File: src/rtl/pid_pkg.sv
// Shared widths, limits and helpers for the pid_ctrl motor-drive controller.
package pid_pkg;

    localparam int ERR_W   = 13;
    localparam int INTEG_W = 18;
    localparam int SUM_W   = 15;
    localparam int DRV_W   = 12;
    localparam int DSAT_W  = 9;

    localparam int DEC_W_SLOW = 20;
    localparam int DEC_W_FAST = 15;

    localparam logic [INTEG_W-1:0] INTEG_MAX = 18'h1FFFF;
    localparam logic [DRV_W-1:0]   DRV_MAX   = 12'hFFF;

    typedef enum logic {
        SAT_SIGNED   = 1'b0,
        SAT_UNSIGNED = 1'b1
    } sat_mode_e;

    function automatic int dec_width(input logic fast_sim);
        return fast_sim ? DEC_W_FAST : DEC_W_SLOW;
    endfunction

endpackage

File: src/rtl/pid_sat.sv
// Signed-input saturator: clamps a two's-complement value into a narrower
// signed or unsigned range. Unsigned mode needs IN_W >= OUT_W + 2.
module pid_sat
    import pid_pkg::*;
#(
    parameter int        IN_W  = 15,
    parameter int        OUT_W = 12,
    parameter sat_mode_e MODE  = SAT_UNSIGNED
) (
    input  logic [IN_W-1:0]  din,
    output logic [OUT_W-1:0] dout
);

    if (MODE == SAT_SIGNED) begin : g_signed
        // Value fits when every bit above the output sign bit copies the input sign.
        always_comb begin
            if (din[IN_W-1:OUT_W-1] == {(IN_W-OUT_W+1){din[IN_W-1]}}) begin
                dout = din[OUT_W-1:0];
            end else if (din[IN_W-1]) begin
                dout = {1'b1, {(OUT_W-1){1'b0}}};
            end else begin
                dout = {1'b0, {(OUT_W-1){1'b1}}};
            end
        end
    end else begin : g_unsigned
        always_comb begin
            if (din[IN_W-1]) begin
                dout = '0;
            end else if (|din[IN_W-2:OUT_W]) begin
                dout = '1;
            end else begin
                dout = din[OUT_W-1:0];
            end
        end
    end

endmodule

File: src/rtl/pid_ctrl.sv
// P + decimated-I current-loop controller with a saturated 12-bit drive output.
// Define PID_DTERM_EN to build the derivative history and D term.
module pid_ctrl
    import pid_pkg::*;
#(
    parameter logic FAST_SIM = 1'b0
) (
    input  logic             clk,
    input  logic             rst_n,
    input  logic [ERR_W-1:0] error,
    input  logic             not_pedaling,
    output logic [DRV_W-1:0] drv_mag
);

    localparam int DEC_W = dec_width(FAST_SIM);

    logic [DEC_W-1:0]   dec_cnt_q, dec_cnt_d;
    logic               err_vld;
    logic [INTEG_W-1:0] integ_q, integ_d;
    logic [INTEG_W-1:0] integ_sum;
    logic [SUM_W-1:0]   p_term, i_term, d_term, pid;
    logic [DRV_W-1:0]   drv_mag_q, drv_mag_d;

    assign err_vld = &dec_cnt_q;

    always_comb begin
        dec_cnt_d = dec_cnt_q + DEC_W'(1);
    end

    always_comb begin
        integ_sum = integ_q + {{(INTEG_W-ERR_W){error[ERR_W-1]}}, error};
        integ_d   = integ_q;
        if (not_pedaling) begin
            integ_d = '0;
        end else if (err_vld) begin
            // A set top bit means underflow only for a negative error; otherwise it is overflow.
            if (error[ERR_W-1] && integ_sum[INTEG_W-1]) begin
                integ_d = '0;
            end else if (!integ_q[INTEG_W-1] && integ_sum[INTEG_W-1]) begin
                integ_d = INTEG_MAX;
            end else begin
                integ_d = integ_sum;
            end
        end
    end

    assign p_term = {{(SUM_W-ERR_W){error[ERR_W-1]}}, error};
    assign i_term = {2'b00, integ_q[16:4]};

`ifdef PID_DTERM_EN
    logic [ERR_W-1:0]  prev_q [3];
    logic [ERR_W-1:0]  prev_d [3];
    logic [ERR_W:0]    d_diff;
    logic [DSAT_W-1:0] d_sat;

    always_comb begin
        prev_d = prev_q;
        if (err_vld) begin
            prev_d[0] = error;
            prev_d[1] = prev_q[0];
            prev_d[2] = prev_q[1];
        end
    end

    always_ff @(posedge clk or negedge rst_n) begin
        if (!rst_n) begin
            prev_q <= '{default: '0};
        end else begin
            prev_q <= prev_d;
        end
    end

    assign d_diff = {error[ERR_W-1], error} - {prev_q[2][ERR_W-1], prev_q[2]};

    pid_sat #(
        .IN_W  (ERR_W + 1),
        .OUT_W (DSAT_W),
        .MODE  (SAT_SIGNED)
    ) u_d_sat (
        .din  (d_diff),
        .dout (d_sat)
    );

    assign d_term = {{(SUM_W-DSAT_W-2){d_sat[DSAT_W-1]}}, d_sat, 2'b00};
`else
    assign d_term = '0;
`endif

    assign pid = p_term + i_term + d_term;

    pid_sat #(
        .IN_W  (SUM_W),
        .OUT_W (DRV_W),
        .MODE  (SAT_UNSIGNED)
    ) u_out_sat (
        .din  (pid),
        .dout (drv_mag_d)
    );

    always_ff @(posedge clk or negedge rst_n) begin
        if (!rst_n) begin
            dec_cnt_q <= '0;
            integ_q   <= '0;
            drv_mag_q <= '0;
        end else begin
            dec_cnt_q <= dec_cnt_d;
            integ_q   <= integ_d;
            drv_mag_q <= drv_mag_d;
        end
    end

    assign drv_mag = drv_mag_q;

endmodule

File: config.mk
export PLATFORM = sky130hd
export DESIGN_NAME = pid_ctrl
export DESIGN_NICKNAME = d
export VERILOG_FILES = /design/src/rtl/pid_pkg.sv /design/src/rtl/pid_sat.sv /design/src/rtl/pid_ctrl.sv
export SDC_FILE = /design/constraint.sdc
export NUM_CORES = 1
export LEC_CHECK = 0
export ABC_AREA = 1
export BUFFER_PORTS_ARGS = -buffer_cell sky130_fd_sc_hd__buf_2
export CORE_UTILIZATION = 55
export DETAILED_ROUTE_END_ITERATION = 8
export PLACE_DENSITY = 0.7
export REMOVE_ABC_BUFFERS = 1
export SETUP_SLACK_MARGIN = 0.5
export SLEW_MARGIN = 5
export SYNTH_ARGS = -nofsm -noshare
export SYNTH_HDL_FRONTEND = slang
export SYNTH_HIERARCHICAL = 1
export SYNTH_SLANG_ARGS = --single-unit
File: constraint.sdc
create_clock -name clk -period 3.75 [get_ports clk]
set_input_delay 0.75 -clock clk [delete_from_list [all_inputs] [get_ports clk]]
set_output_delay 0.75 -clock clk [all_outputs]
set_load 0.1 [all_outputs]
[Yosys cells after proc, flatten, opt, wreduce, memory -nomap -nowiden]
Cells that the tools add are included.
Operators by class
  $add $sub $neg: 3
  muxes and demuxes: 6
  reduce and logical (&&, ||, !) cells: 6
Operators with widths (number)
  $mux 18: 4
  $mux 12: 2
  $add 20x1->20 const B: 1
  $reduce_and 20->1: 1
  $add 18x18->18: 1
  $add 13x14->15: 1
  $logic_and 1x1->1: 2
  $reduce_bool 2->1: 1
  $reduce_or 2->1: 1
  $logic_not 1->1: 1
Storage, ports and cells
  bits in registers: 50
  bits of input ports: 16
  output and inout port bits: 12
  logic and storage cells: 18

[Logic depth before layout (Yosys ltp)]
  depth in word-level cells: 6
  depth in mapped cells: 16
  gate-level depth less buffers: 15

[Hierarchy]
Netlist, hierarchy kept.
Modules (own cells, without submodules)
  pid_ctrl: instances 1, cells an instance 448, area an instance 3583.4 sq um, seq. area each 1251.2 sq um
  pid_sat: instances 1, cells an instance 27, area an instance 127.6 sq um, seq. area each 0.0 sq um

[Worst setup path before layout]
No wires, ideal clock.
  path kind: input to register
  start: input port error[0]
  end: register drv_mag_q[10] (netlist: drv_mag[10])
  library setup time: 0.077 ns
  data arrival time: 2.453 ns
  required time: 3.673 ns
  path slack: 1.219 ns
  stages on the path: 10
  buffers on the path: 0
  cell sequence: ha_1 -> inv_1 -> fa_1 -> o21ai_0 -> a21boi_0 -> o21ai_0 -> a21oi_1 -> xnor2_1 -> inv_1 -> a21oi_1
RTL lines
  start: declaration: line pid_ctrl.sv:10  | input logic [ERR_W-1:0] error,
  $add 13x14->15: line pid_ctrl.sv:89  | assign pid = p_term + i_term + d_term;
  named net pid[10]: line pid_ctrl.sv:21  | logic [SUM_W-1:0] p_term, i_term, d_term, pid;
  $mux 12: line pid_sat.sv:29  | end else if (|din[IN_W-2:OUT_W]) begin
  $mux 12: line pid_sat.sv:27  | if (din[IN_W-1]) begin
  named net drv_mag_d[10]: line pid_ctrl.sv:22  | logic [DRV_W-1:0] drv_mag_q, drv_mag_d;
  end signal: assignment: line pid_ctrl.sv:108  | drv_mag_q <= drv_mag_d;
  end: declaration: line pid_ctrl.sv:22
The timed path passes the listed nets, and every way through them passes these cells.
A chain may end at the register's enable or synchronous reset.

[Worst setup path in the final report]
  start: input port error[2]
  end: register drv_mag_q[3] (netlist: drv_mag[3])
On the way
  cells in the longest elaborated chain, start to end: 4
RTL lines (line)
  $add 13x14->15: pid_ctrl.sv:89
  named net pid[13]: pid_ctrl.sv:21
  $reduce_or 2->1: pid_sat.sv:29
  $mux 12: pid_sat.sv:29
  $mux 12: pid_sat.sv:27
  named net drv_mag_d[3]: pid_ctrl.sv:22
The timed path passes the listed nets, and every way through them passes these cells.

==> summary.md <==
| Metric | Value |
|---|---|
| # diodes | `0` |
| Maximum vdd drop | `around 0.00014 V` |
| Mapped cell area | `around 3700 um^2` |
| Share of synthesized flip-flops with an asynchronous set or reset | `100%` |
| Worst Hold Class | `reg2reg` |
| Final worst setup slack | `1.07 ns` |
| Max-slew headroom | `between 20% and 30%` |
| WHS Endpoint | `dec_cnt_q[0]` |
| Failing checks | `DRC` |
| Vias in the first global route | `around 2.9k` |
| Outcome | `complete, but fails checks` |
| Design area | `4000 um^2` |
| Slowest cell on crit path | `a21boi_0` |
| RSZ-0062 raised after global routing | `no` |
| Max Clock Freq | `between 300 and 400 MHz` |
| Crit path DAT | `2.84 ns` |
| Vias per cell | `about 5.3` |
| Layout cell share with drive strength beyond 1 | `roughly 15%` |
| First-pass GRT wire length | `13600 um` |
| DP HPWL | `6150 um` |
| Clock sink count | `50` |
| Reg2reg end | `drv_mag[3]` |
| Worst slew pin tran | `1.10 ns` |
| Setup TNS | `0 ns` |
| Fill cells | `just under 600` |
| Largest net degree at the start of global routing | `51` |
| GR Util All Layers | `around a quarter` |
| CTS tree | `built` |
| Post-route ant nets | `0` |
| Crit share post-route | `71.4%` |
| CP Launch Type | `primary input` |
| Initial DRC count | `approximately 150` |
| Seq/Total Area, Yosys | `roughly a third` |
| Core ar. | `6420 um^2` |
| WS Path Type | `in2reg` |
| Post-cts hold buffer count | `0` |
| Comb pwr share | `17.9%` |
| R2R cell count | `8` |
| Final setup viols | `0` |
| Cells after synthesis | `approximately 480` |
| I/O pin cnt | `28` |
| Hold Path Depth | `1` |
| Drt total wl | `about 8000 um` |
| Synth area leaders | `dfrtp_1, nand2_1, ha_1, xor2_1, a21oi_1` |
| Area post-placement | `3900 um^2` |
| Total CTS buffers | `5` |
| Int Power | `between 0.0007 and 0.0008 W` |
| Clock Pin Slew Worst Setup and Hold Paths | `about 0.1 ns` |
| DRC viols | `4` |
| Final GP Congestion | `around 0.90` |
| Synth top area share | `between 30% and 40%` |
| Layout Nets | `approximately 550` |
| Worst slack, placed | `0.803 ns` |
| Switching portion of total power | `a little under a third` |
| H-tree Lvls | `2` |
| Syn Area/Cell | `between 7 and 8 um^2` |
| DIE WIDTH | `~84 um` |
| Max-capacitance violation count | `0` |
| Leak Pwr | `about 2.2 nW` |
| Crit path max fanout | `12` |
| Post-cts sizing count | `0` |
| RR Startpoint | `integ_q[6]` |
| CP max stage delay | `0.41 ns` |
| WP data required | `about 3.9 ns` |
| Crit. End Element | `flop` |
| Initial Util | `a little under 60%` |
| Grt total ovfl | `0` |
| Synthesis-to-finish area growth | `7.65%` |
| Synth cell types | `40` |
| Final slew viol count | `0` |
| Synthesis Warnings | `6` |
| Number of synthesized flops with an enable pin | `0` |
| Clk pwr share | `~30%` |
| TritonRoute pass-1 iters | `7` |
| Die area | `7080 um^2` |
| Skew final | `0.00412 ns` |
| Vias post-DR | `3088` |
| WHS | `approximately 0.47 ns` |
| Root buffer cell | `clkbuf_8` |
| Die Span Y | `84.1 um` |
| Psw | `0.000334 W` |
| Fin crit period | `roughly 2.7 ns` |
| Dominant synthesized flop cell | `dfrtp_1` |
| Post-CTS setup buffer count | `0` |
| Initial antenna violation count | `0` |
| Most used cell, CP | `a21oi_1` |
| Cell Pwr Density | `265 nW/um^2` |
| Row cnt | `29` |
| WL/cell | `~13 um` |
| Final Hold Fails | `0` |
| Clock Path Buffers | `2` |
| Worst-Skew Late Latency | `~0.30 ns` |
| Worst Hold Launch | `dec_cnt_q[0]` |
| Crit-path cells | `buf_2 > ha_1 > a21oi_1 > nand2_1 > a21boi_0 > o21ai_0 > xor2_1 > nor2_2 > a21oi_1` |
| Buffers on Ports | `27` |
| Flop2flop setup slack | `between 1 and 1.5 ns` |
| Cell taking the most area after synthesis | `dfrtp_1` |
| Seq cells post-synth | `50` |
| Share of power burned in registers | `between 50 and 60%` |
## critical path, delay by kind of cell
family	cells	cell delay, ns
xor gates and xnor gates	1	0.18
and+or+nand+nor	2	0.52
adders and majority gates	1	0.35
AOI/OAI and AO/OA	4	0.91
buffers and inverters	1	0.12
## worst max-delay path by stage
| stage | cells past startpoint | endpoint | slack, ns | from |
|---|---|---|---|---|
| after floorplan | 9 | drv_mag[0] | 1.12 | error[0] |
| after global placement | 9 | drv_mag[10] | 0.88 | error[2] |
| after detailed placement | 9 | drv_mag[3] | 0.80 | error[2] |
| after CTS | 9 | drv_mag[3] | 1.12 | error[2] |
| after global routing | 9 | drv_mag[6] | 0.92 | error[2] |
| final | 9 | drv_mag[3] | 1.07 | error[2] |
## flip-flops by register name, summed over array words and instances, names as in the netlist
name       flops
dec_cnt_q     20
drv_mag       12
integ_q       18
## per-stage QoR
| step | power [W] | cells | utilization (%) |
|---|---|---|---|
| after floorplan | 0.000697 | 470 | - |
| after detailed placement | 0.000749 | 575 | 60.8 |
| final | 0.00106 | 583 | 62.2 |
| after CTS | 0.00107 | 583 | 62.2 |
| after global routing | 0.00111 | 583 | 62.2 |
| after global placement | 0.000748 | 575 | 60.8 |
## cells by family after synthesis
family	synth area share (%)
simple gates	28.5
compound gates	9.17
buf+inv	6.91
flops	33.7
xor+xnor	10.1
fa+ha+maj	11.5
## power by group through the flow
stage	Combinational, W	Clock, W	Sequential, W
2_1_floorplan	0.0000741	0	0.000623
3_3_place_gp	0.000189	0	0.000559
3_5_place_dp	0.000189	0	0.000559
4_1_cts	0.000191	0.000335	0.000549
5_1_grt	0.000207	0.000353	0.000550
6_report	0.000190	0.000320	0.000548
## cells in the final DEF (no fill, tap or decap), types with 2 or more instances in the layout
cell and n:
nand2_1 136, inv_1 52, dfrtp_1 50, a21oi_1 40, ha_1 31, nor2_1 28
xor2_1 27, buf_2 27, nand3_1 23, xnor2_1 16, nand2_2 15, o21ai_0 8
nand3_2 7, nor2_2 5, o21bai_1 5, clkbuf_8 5, nand4_1 2, a21boi_0 2
nor3_1 2, inv_2 2, nor3_2 2, fa_1 2, clkinvlp_4 2
## layer usage
layer | global-route usage, % | wire length [um]
met3 | 2.36 | 345
met1 | 34.9 | 3950
met4 | 5.17 | 59
met2 | 38.5 | 3440
met5 | 0 | 0
## area by class of cell
class                      instances  area (um^2)  share of cell area, %
tap                               77         96.3                   2.41
inverter                          55          209                   5.23
sequential                        50         1250                   31.3
multi-input combinational        365         2200                   55.2
clock buffer                       5         68.8                   1.72
clock inverter                     3         23.8                  0.595
timing repair buffer              28          143                   3.57
## synth_stat cells (2+ instances only)
cell type / n
nand2_2: 15
nand3_1: 23
fa_1: 2
xor2_1: 27
xnor2_1: 16
nor2_2: 5
nand4_1: 2
nand3_2: 7
nor2_1: 28
o21ai_0: 8
inv_2: 2
inv_1: 52
nor3_2: 2
nand2_1: 136
a21boi_0: 2
a21oi_1: 40
ha_1: 31
dfrtp_1: 50
nor3_1: 2
o21bai_1: 5
No activity file was read; power rests on OpenSTA's default activity.
